**config.mk**
```make
export PLATFORM = sky130hd
export DESIGN_NAME = icache_responder_flat
export DESIGN_NICKNAME = d
export VERILOG_FILES = /design/src/rtl/icache_responder_if.sv /design/src/rtl/icache_responder.sv /design/src/flat_wrapper.sv
export SDC_FILE = /design/constraint.sdc
export NUM_CORES = 1
export LEC_CHECK = 0
export CAP_MARGIN = 20
export CORE_ASPECT_RATIO = 0.7
export CORE_MARGIN = 2
export CORE_UTILIZATION = 55
export DETAILED_ROUTE_END_ITERATION = 8
export HOLD_SLACK_MARGIN = 0.02
export PLACE_DENSITY_LB_ADDON = 0.2
export SKIP_LAST_GASP = 1
export SYNTH_ARGS = -nofsm -noshare
export SYNTH_HDL_FRONTEND = slang
export SYNTH_SLANG_ARGS = --single-unit
```
**constraint.sdc**
```tcl
create_clock -name CLK -period 5.2 [get_ports CLK]
set_clock_uncertainty 0.05 [all_clocks]
set_input_delay 1.04 -clock CLK [delete_from_list [all_inputs] [get_ports CLK]]
set_output_delay 1.04 -clock CLK [all_outputs]
set_load 0.02 [all_outputs]
```
**src/rtl/icache_responder_if.sv**
```systemverilog
// icache_responder_if
//   Groups the instruction-fetch handshake (datapath side) and the single-word
//   fill handshake (memory-controller side) of the instruction cache.
//
//   Signals:
//     imemREN   fetch request from datapath
//     imemaddr  fetch byte address from datapath
//     ihit      fetch data valid this cycle
//     imemload  fetched instruction word
//     iREN      fill read request to memory controller
//     iaddr     fill word address (bits [1:0] always 0)
//     iwait     memory controller busy
//     iload     fill data from memory controller
//
//   Modports:
//     slave   the cache itself (answers fetches, issues fills)
//     master  the surroundings (datapath + memory controller) driving the cache
interface icache_responder_if;
    logic        imemREN;
    logic [31:0] imemaddr;
    logic        ihit;
    logic [31:0] imemload;
    logic        iREN;
    logic [31:0] iaddr;
    logic        iwait;
    logic [31:0] iload;

    modport slave (
        input  imemREN, imemaddr, iwait, iload,
        output ihit, imemload, iREN, iaddr
    );

    modport master (
        output imemREN, imemaddr, iwait, iload,
        input  ihit, imemload, iREN, iaddr
    );
endinterface

```
**src/rtl/icache_responder.sv**
```systemverilog
// icache_responder
//   Direct-mapped, one-word-per-block instruction cache. Hits are answered in
//   the same cycle from the tag/data arrays; a miss parks the FSM in FETCH and
//   issues a single-word read to the memory controller until iwait drops,
//   then writes the block and returns to IDLE, where the request hits.
//
//   Ports:
//     CLK         clock
//     nRST        asynchronous active-low reset
//     bus         icache_responder_if.slave (fetch side + fill side)
//     hit_count   (ICACHE_STATS_EN only) cycles with ihit=1, wraps
//     miss_count  (ICACHE_STATS_EN only) IDLE->FETCH transitions, wraps
//
//   Parameters:
//     INDEX_BITS  index width; 2**INDEX_BITS blocks. Tag width is derived.
//
//   Optional feature macro: ICACHE_STATS_EN (hit/miss counters).
module icache_responder #(
    parameter int INDEX_BITS = 4
) (
    input  logic                    CLK,
    input  logic                    nRST,
    icache_responder_if.slave       bus
`ifdef ICACHE_STATS_EN
    ,
    output logic [31:0]             hit_count,
    output logic [31:0]             miss_count
`endif
);

    localparam int TAG_BITS = 30 - INDEX_BITS;
    localparam int NBLOCKS  = 2 ** INDEX_BITS;

    typedef enum logic {
        IDLE,
        FETCH
    } state_t;

    state_t                     state;
    logic [NBLOCKS-1:0]         valid;
    logic [TAG_BITS-1:0]        tagarr  [NBLOCKS];
    logic [31:0]                dataarr [NBLOCKS];

    logic [INDEX_BITS-1:0]      idx;
    logic [TAG_BITS-1:0]        tag;
    logic [INDEX_BITS-1:0]      fill_idx;
    logic [TAG_BITS-1:0]        fill_tag;
    logic                       lookup_hit;
    logic                       miss_req;
    logic                       fill_done;

    // Byte offset within the word is irrelevant to a word-granular cache.
    logic                       unused_byte_offset;
    assign unused_byte_offset = ^bus.imemaddr[1:0];

    assign idx = bus.imemaddr[INDEX_BITS+1:2];
    assign tag = bus.imemaddr[31:INDEX_BITS+2];

    // iaddr is the registered miss address for the whole FETCH pass, so the
    // fill index/tag come from it rather than from the live fetch address,
    // which may wander while the fill is outstanding.
    assign fill_idx = bus.iaddr[INDEX_BITS+1:2];
    assign fill_tag = bus.iaddr[31:INDEX_BITS+2];

    assign lookup_hit = valid[idx] && (tagarr[idx] == tag);
    assign bus.ihit     = bus.imemREN && (state == IDLE) && lookup_hit;
    assign bus.imemload = bus.ihit ? dataarr[idx] : 32'h0;

    assign miss_req  = (state == IDLE) && bus.imemREN && !lookup_hit;
    assign fill_done = (state == FETCH) && !bus.iwait;

    // Control FSM. iREN/iaddr are registered alongside the state so that the
    // asynchronous reset drops the fill request immediately.
    always_ff @(posedge CLK or negedge nRST) begin
        if (!nRST) begin
            state    <= IDLE;
            valid    <= '0;
            bus.iREN <= 1'b0;
            bus.iaddr <= 32'h0;
        end else begin
            case (state)
                IDLE: begin
                    if (miss_req) begin
                        state     <= FETCH;
                        bus.iREN  <= 1'b1;
                        bus.iaddr <= {bus.imemaddr[31:2], 2'b00};
                    end
                end
                FETCH: begin
                    if (!bus.iwait) begin
                        state           <= IDLE;
                        valid[fill_idx] <= 1'b1;
                        bus.iREN        <= 1'b0;
                        bus.iaddr       <= 32'h0;
                    end
                end
                default: begin
                    state     <= IDLE;
                    bus.iREN  <= 1'b0;
                    bus.iaddr <= 32'h0;
                end
            endcase
        end
    end

    // Tag/data storage carries no reset; the valid bits alone decide whether
    // an entry is usable. A fill overwrites the block unconditionally.
    always_ff @(posedge CLK) begin
        if (fill_done) begin
            tagarr[fill_idx]  <= fill_tag;
            dataarr[fill_idx] <= bus.iload;
        end
    end

`ifdef ICACHE_STATS_EN
    always_ff @(posedge CLK or negedge nRST) begin
        if (!nRST) begin
            hit_count  <= 32'h0;
            miss_count <= 32'h0;
        end else begin
            if (bus.ihit) begin
                hit_count <= hit_count + 32'd1;
            end
            if (miss_req) begin
                miss_count <= miss_count + 32'd1;
            end
        end
    end
`endif

endmodule
```
**src/flat_wrapper.sv**
```systemverilog
// flat-port wrapper written by rule: the top's interface ports become plain ports
module icache_responder_flat 
#(
    parameter int INDEX_BITS = 4
)
  (CLK, nRST, bus_imemREN, bus_imemaddr, bus_iwait, bus_iload, bus_ihit, bus_imemload, bus_iREN, bus_iaddr);
  icache_responder_if bus_i ();
  input  logic CLK;
  input  logic nRST;
  input wire logic [$bits(bus_i.imemREN)-1:0] bus_imemREN;
  input wire logic [$bits(bus_i.imemaddr)-1:0] bus_imemaddr;
  input wire logic [$bits(bus_i.iwait)-1:0] bus_iwait;
  input wire logic [$bits(bus_i.iload)-1:0] bus_iload;
  output wire logic [$bits(bus_i.ihit)-1:0] bus_ihit;
  output wire logic [$bits(bus_i.imemload)-1:0] bus_imemload;
  output wire logic [$bits(bus_i.iREN)-1:0] bus_iREN;
  output wire logic [$bits(bus_i.iaddr)-1:0] bus_iaddr;
  assign bus_i.imemREN = bus_imemREN;
  assign bus_i.imemaddr = bus_imemaddr;
  assign bus_i.iwait = bus_iwait;
  assign bus_i.iload = bus_iload;
  assign bus_ihit = bus_i.ihit;
  assign bus_imemload = bus_i.imemload;
  assign bus_iREN = bus_i.iREN;
  assign bus_iaddr = bus_i.iaddr;
  icache_responder #(.INDEX_BITS(INDEX_BITS)) u_core (.CLK(CLK), .nRST(nRST), .bus(bus_i));
endmodule
```
==> results.json <==
{
  "met3_length_um": 6090,
  "nets": 2057,
  "syn_to_final_growth_pct": 16.8,
  "grt_max_degree": 60,
  "rows": 80,
  "synth_edf_count": 928,
  "drive_above_1_share": 0.298,
  "ys_top_cells_by_count": "edfxtp_1, mux4_2, mux2i_1",
  "cts.sinks": 976,
  "portBuffers": 129,
  "synth_seq_cells": 976,
  "core-area_mm2": 0.0682,
  "grt_pass1_wl_um": 125000,
  "wl_met1_um": 36900,
  "clock-root-buffer": "clkbuf_16",
  "reg2reg_to": "u_core.bus.iaddr[17]",
  "slew_viol_final": 0,
  "yosysUniqueCellTypes": 54,
  "via_per_inst": 6.20,
  "wl_met2_um": 42100,
  "ir_drop_v": 0.000287,
  "cts_htree_levels": 3,
  "crit_path_end_kind": "output port",
  "grt_pass1_vias": 18600,
  "rrSetupSlack_ps": 1890,
  "synthFlopType": "edfxtp_1",
  "path_cells": "buf_8 > buf_12 > buf_4 > nor2b_1 > a2111oi_2 > buf_4 > nor4_1 > nor4_1 > a31oi_1 > nor3_2 > buf_4 > and4_4 > buf_12 > dlygate4sd2_1",
  "place.gp.congestion": 0.754,
  "firstDrtPassIters": 5,
  "io_pins": 134,
  "cp-start-kind": "primary input",
  "timing.final.crit_period_ps": 5220,
  "drc": 0,
  "clk_latency_ps": 660,
  "syn_area_mm2": 0.0380,
  "cp.arrival_ps": 4130,
  "relSlewSlack": 0.309,
  "whs_endpoint": "u_core.valid[3]",
  "power_w": 0.0170,
  "violations": "setup timing",
  "status": "finished with violations",
  "grt_usage": 0.244,
  "die_x_um": 318,
  "crit_top_cell": "buf_4",
  "die_area_mm2": 0.0712,
  "n_fill_cell": 4421,
  "grt-ovfl-total": 0,
  "setup_viol": 2,
  "worst_pin_slew_ps": 1030,
  "synth_top_area_frac": 0.734,
  "synth_cells": 1710,
  "clkTransAtPathRegs_ps": 60,
  "drt-total-wl_um": 87000,
  "clockBufferDepth": 3,
  "avgSynthCellArea_um2": 22.2,
  "whs_path_depth": 1,
  "yosysWarnings": 0,
  "timing.rr.start": "u_core.tagarr[6][4]",
  "grt_setup_unrepaired": "yes",
  "top_layer_used": "met5",
  "critPathMaxStageDelay_ps": 420,
  "synth_most_common_cell": "edfxtp_1",
  "tritoncts": "built",
  "fmax_ghz": 0.192,
  "synthArstFlopShare": 0.0492,
  "slowest_stage": "a2111oi_2",
  "synth_area_leaders": "edfxtp_1, mux4_2, dfrtp_1",
  "cts_hold_buf": 0,
  "multiInputGateArea_mm2": 0.00841,
  "worstSetupPathType": "primary input to output port",
  "cp_data_required_time_ps": 4110,
  "initial_core_util": 0.557,
  "antenna_found_initial": 7,
  "power_density_mw_per_mm2": 384,
  "max_cap_viol_count": 0,
  "vias": 18400,
  "dr.first_iter.drc_count": 1962,
  "cts_buffers": 89,
  "r2r_cells": 9,
  "place_hpwl_um": 44600,
  "avgRoutedWirePerCell_um": 29.3,
  "worstHoldPathType": "flop to flop",
  "worstPathMaxFanout": 16,
  "synth_top_area_cell": "edfxtp_1",
  "min_from": "u_core.valid[3]",
  "setup_ws_ps": -18.0,
  "dp_slack_ps": -625,
  "finalHoldViolations": 0,
  "p_leak_nw": 14.9,
  "antenna_left": 0,
  "ys_seq_area_frac": 0.766,
  "period_share": 1.00,
  "die_height_um": 224,
  "final-seq-area_mm2": 0.0291
}
[metrics by stage]
step	util	instances	setup TNS [ps]	instance area, µm²	hold WS, ps
finish	0.651	2966	-30.1	44300	412
global route	0.650	2965	-2000	44300	433
CTS	0.650	2956	-98.3	44300	413
detailed placement	0.607	2791	-19600	41300	398
global placement	0.607	2791	-19240	41300	397
floorplan	-	1711	0	38000	384
[registers in the layout (all words and copies together), names as in the netlist]
register	count
u_core.valid	16
u_core.bus.iaddr	30
u_core.tagarr	416
u_core.state	1
u_core.bus.iREN	1
u_core.dataarr	512
[logic make-up after synthesis]
logic type / after synthesis / share of synthesized area
flip-flops: 976 / 0.766
other: 1 / 0.0000988
multiplexers: 349 / 0.172
XOR/XNOR: 24 / 0.00554
buffers and inverters: 117 / 0.0179
AND/OR/NAND/NOR: 177 / 0.0244
AO/OA/AOI/OAI: 66 / 0.0139
[critical path, delay by kind of cell]
family	cells	cell delay [ps]
simple gates	5	1000
buf+inv	7	1520
compound gates	2	520
[where the power goes]
part	switching, W	internal (W)	total [W]
clock	0.00282	0.00361	0.00643
combinational	0.000701	0.000617	0.00132
sequential	0.000273	0.00903	0.00930
total	0.00379	0.0133	0.0170
[how the worst max path moves through the flow]
stage / depth (start not counted) / endpoint / startpoint / slack [ps]
floorplan: 10 / bus_imemload[11] / bus_imemaddr[2] / 490
global placement: 14 / bus_imemload[29] / bus_imemaddr[2] / -630
detailed placement: 15 / bus_imemload[31] / bus_imemaddr[3] / -620
CTS: 13 / bus_imemload[31] / bus_imemaddr[2] / -90
global route: 15 / bus_imemload[31] / bus_imemaddr[4] / -100
finish: 14 / bus_ihit / bus_imemaddr[4] / -20
[area by class of cell]
class	instances	area share
inverter	30	0.00257
antenna	1	0.0000564
multi-input combinational	618	0.190
clock buffer	107	0.0527
clock inverter	58	0.0116
tap	902	0.0255
timing repair buffer	274	0.0624
sequential	976	0.656
[cells in the final DEF, fill, tap and decap left out, types with 4 or more instances in the layout]
cell               n
edfxtp_1         928
mux4_2           239
buf_4            103
mux2i_1           98
clkbuf_16         94
clkdlybuf4s50_1   91
nand2_1           49
dfrtp_1           48
and2_1            36
buf_12            32
buf_2             30
inv_1             27
xnor2_1           24
clkinv_2          22
clkinv_1          21
or2_2             19
clkbuf_1          15
nor2_4            12
nor2_1            11
nor2b_1           11
a22oi_1           10
mux2_2             8
a221oi_1           8
bufinv_16          8
nand2b_1           7
o22ai_1            7
nor3_1             6
a21oi_1            5
and3_1             5
a22o_1             5
buf_6              5
o21ai_0            4
nand3_1            4
nor3_4             4
inv_6              4
buf_8              4
[routing by layer]
layer	up-vias	GRT usage
met5	-	0
met4	4	0.0618
met3	132	0.0414
met2	725	0.390
met1	9858	0.357
li1	7674	-
[repair_timing]
item / 4_1_cts / 5_1_grt
resized for setup: 106 / 56
cloned: 0 / 5
pin swaps: 1 / 7
setup buffers: 0 / 4
endpoints found under the setup margin: 33 / 33
(Power assumes the default switching activity.)
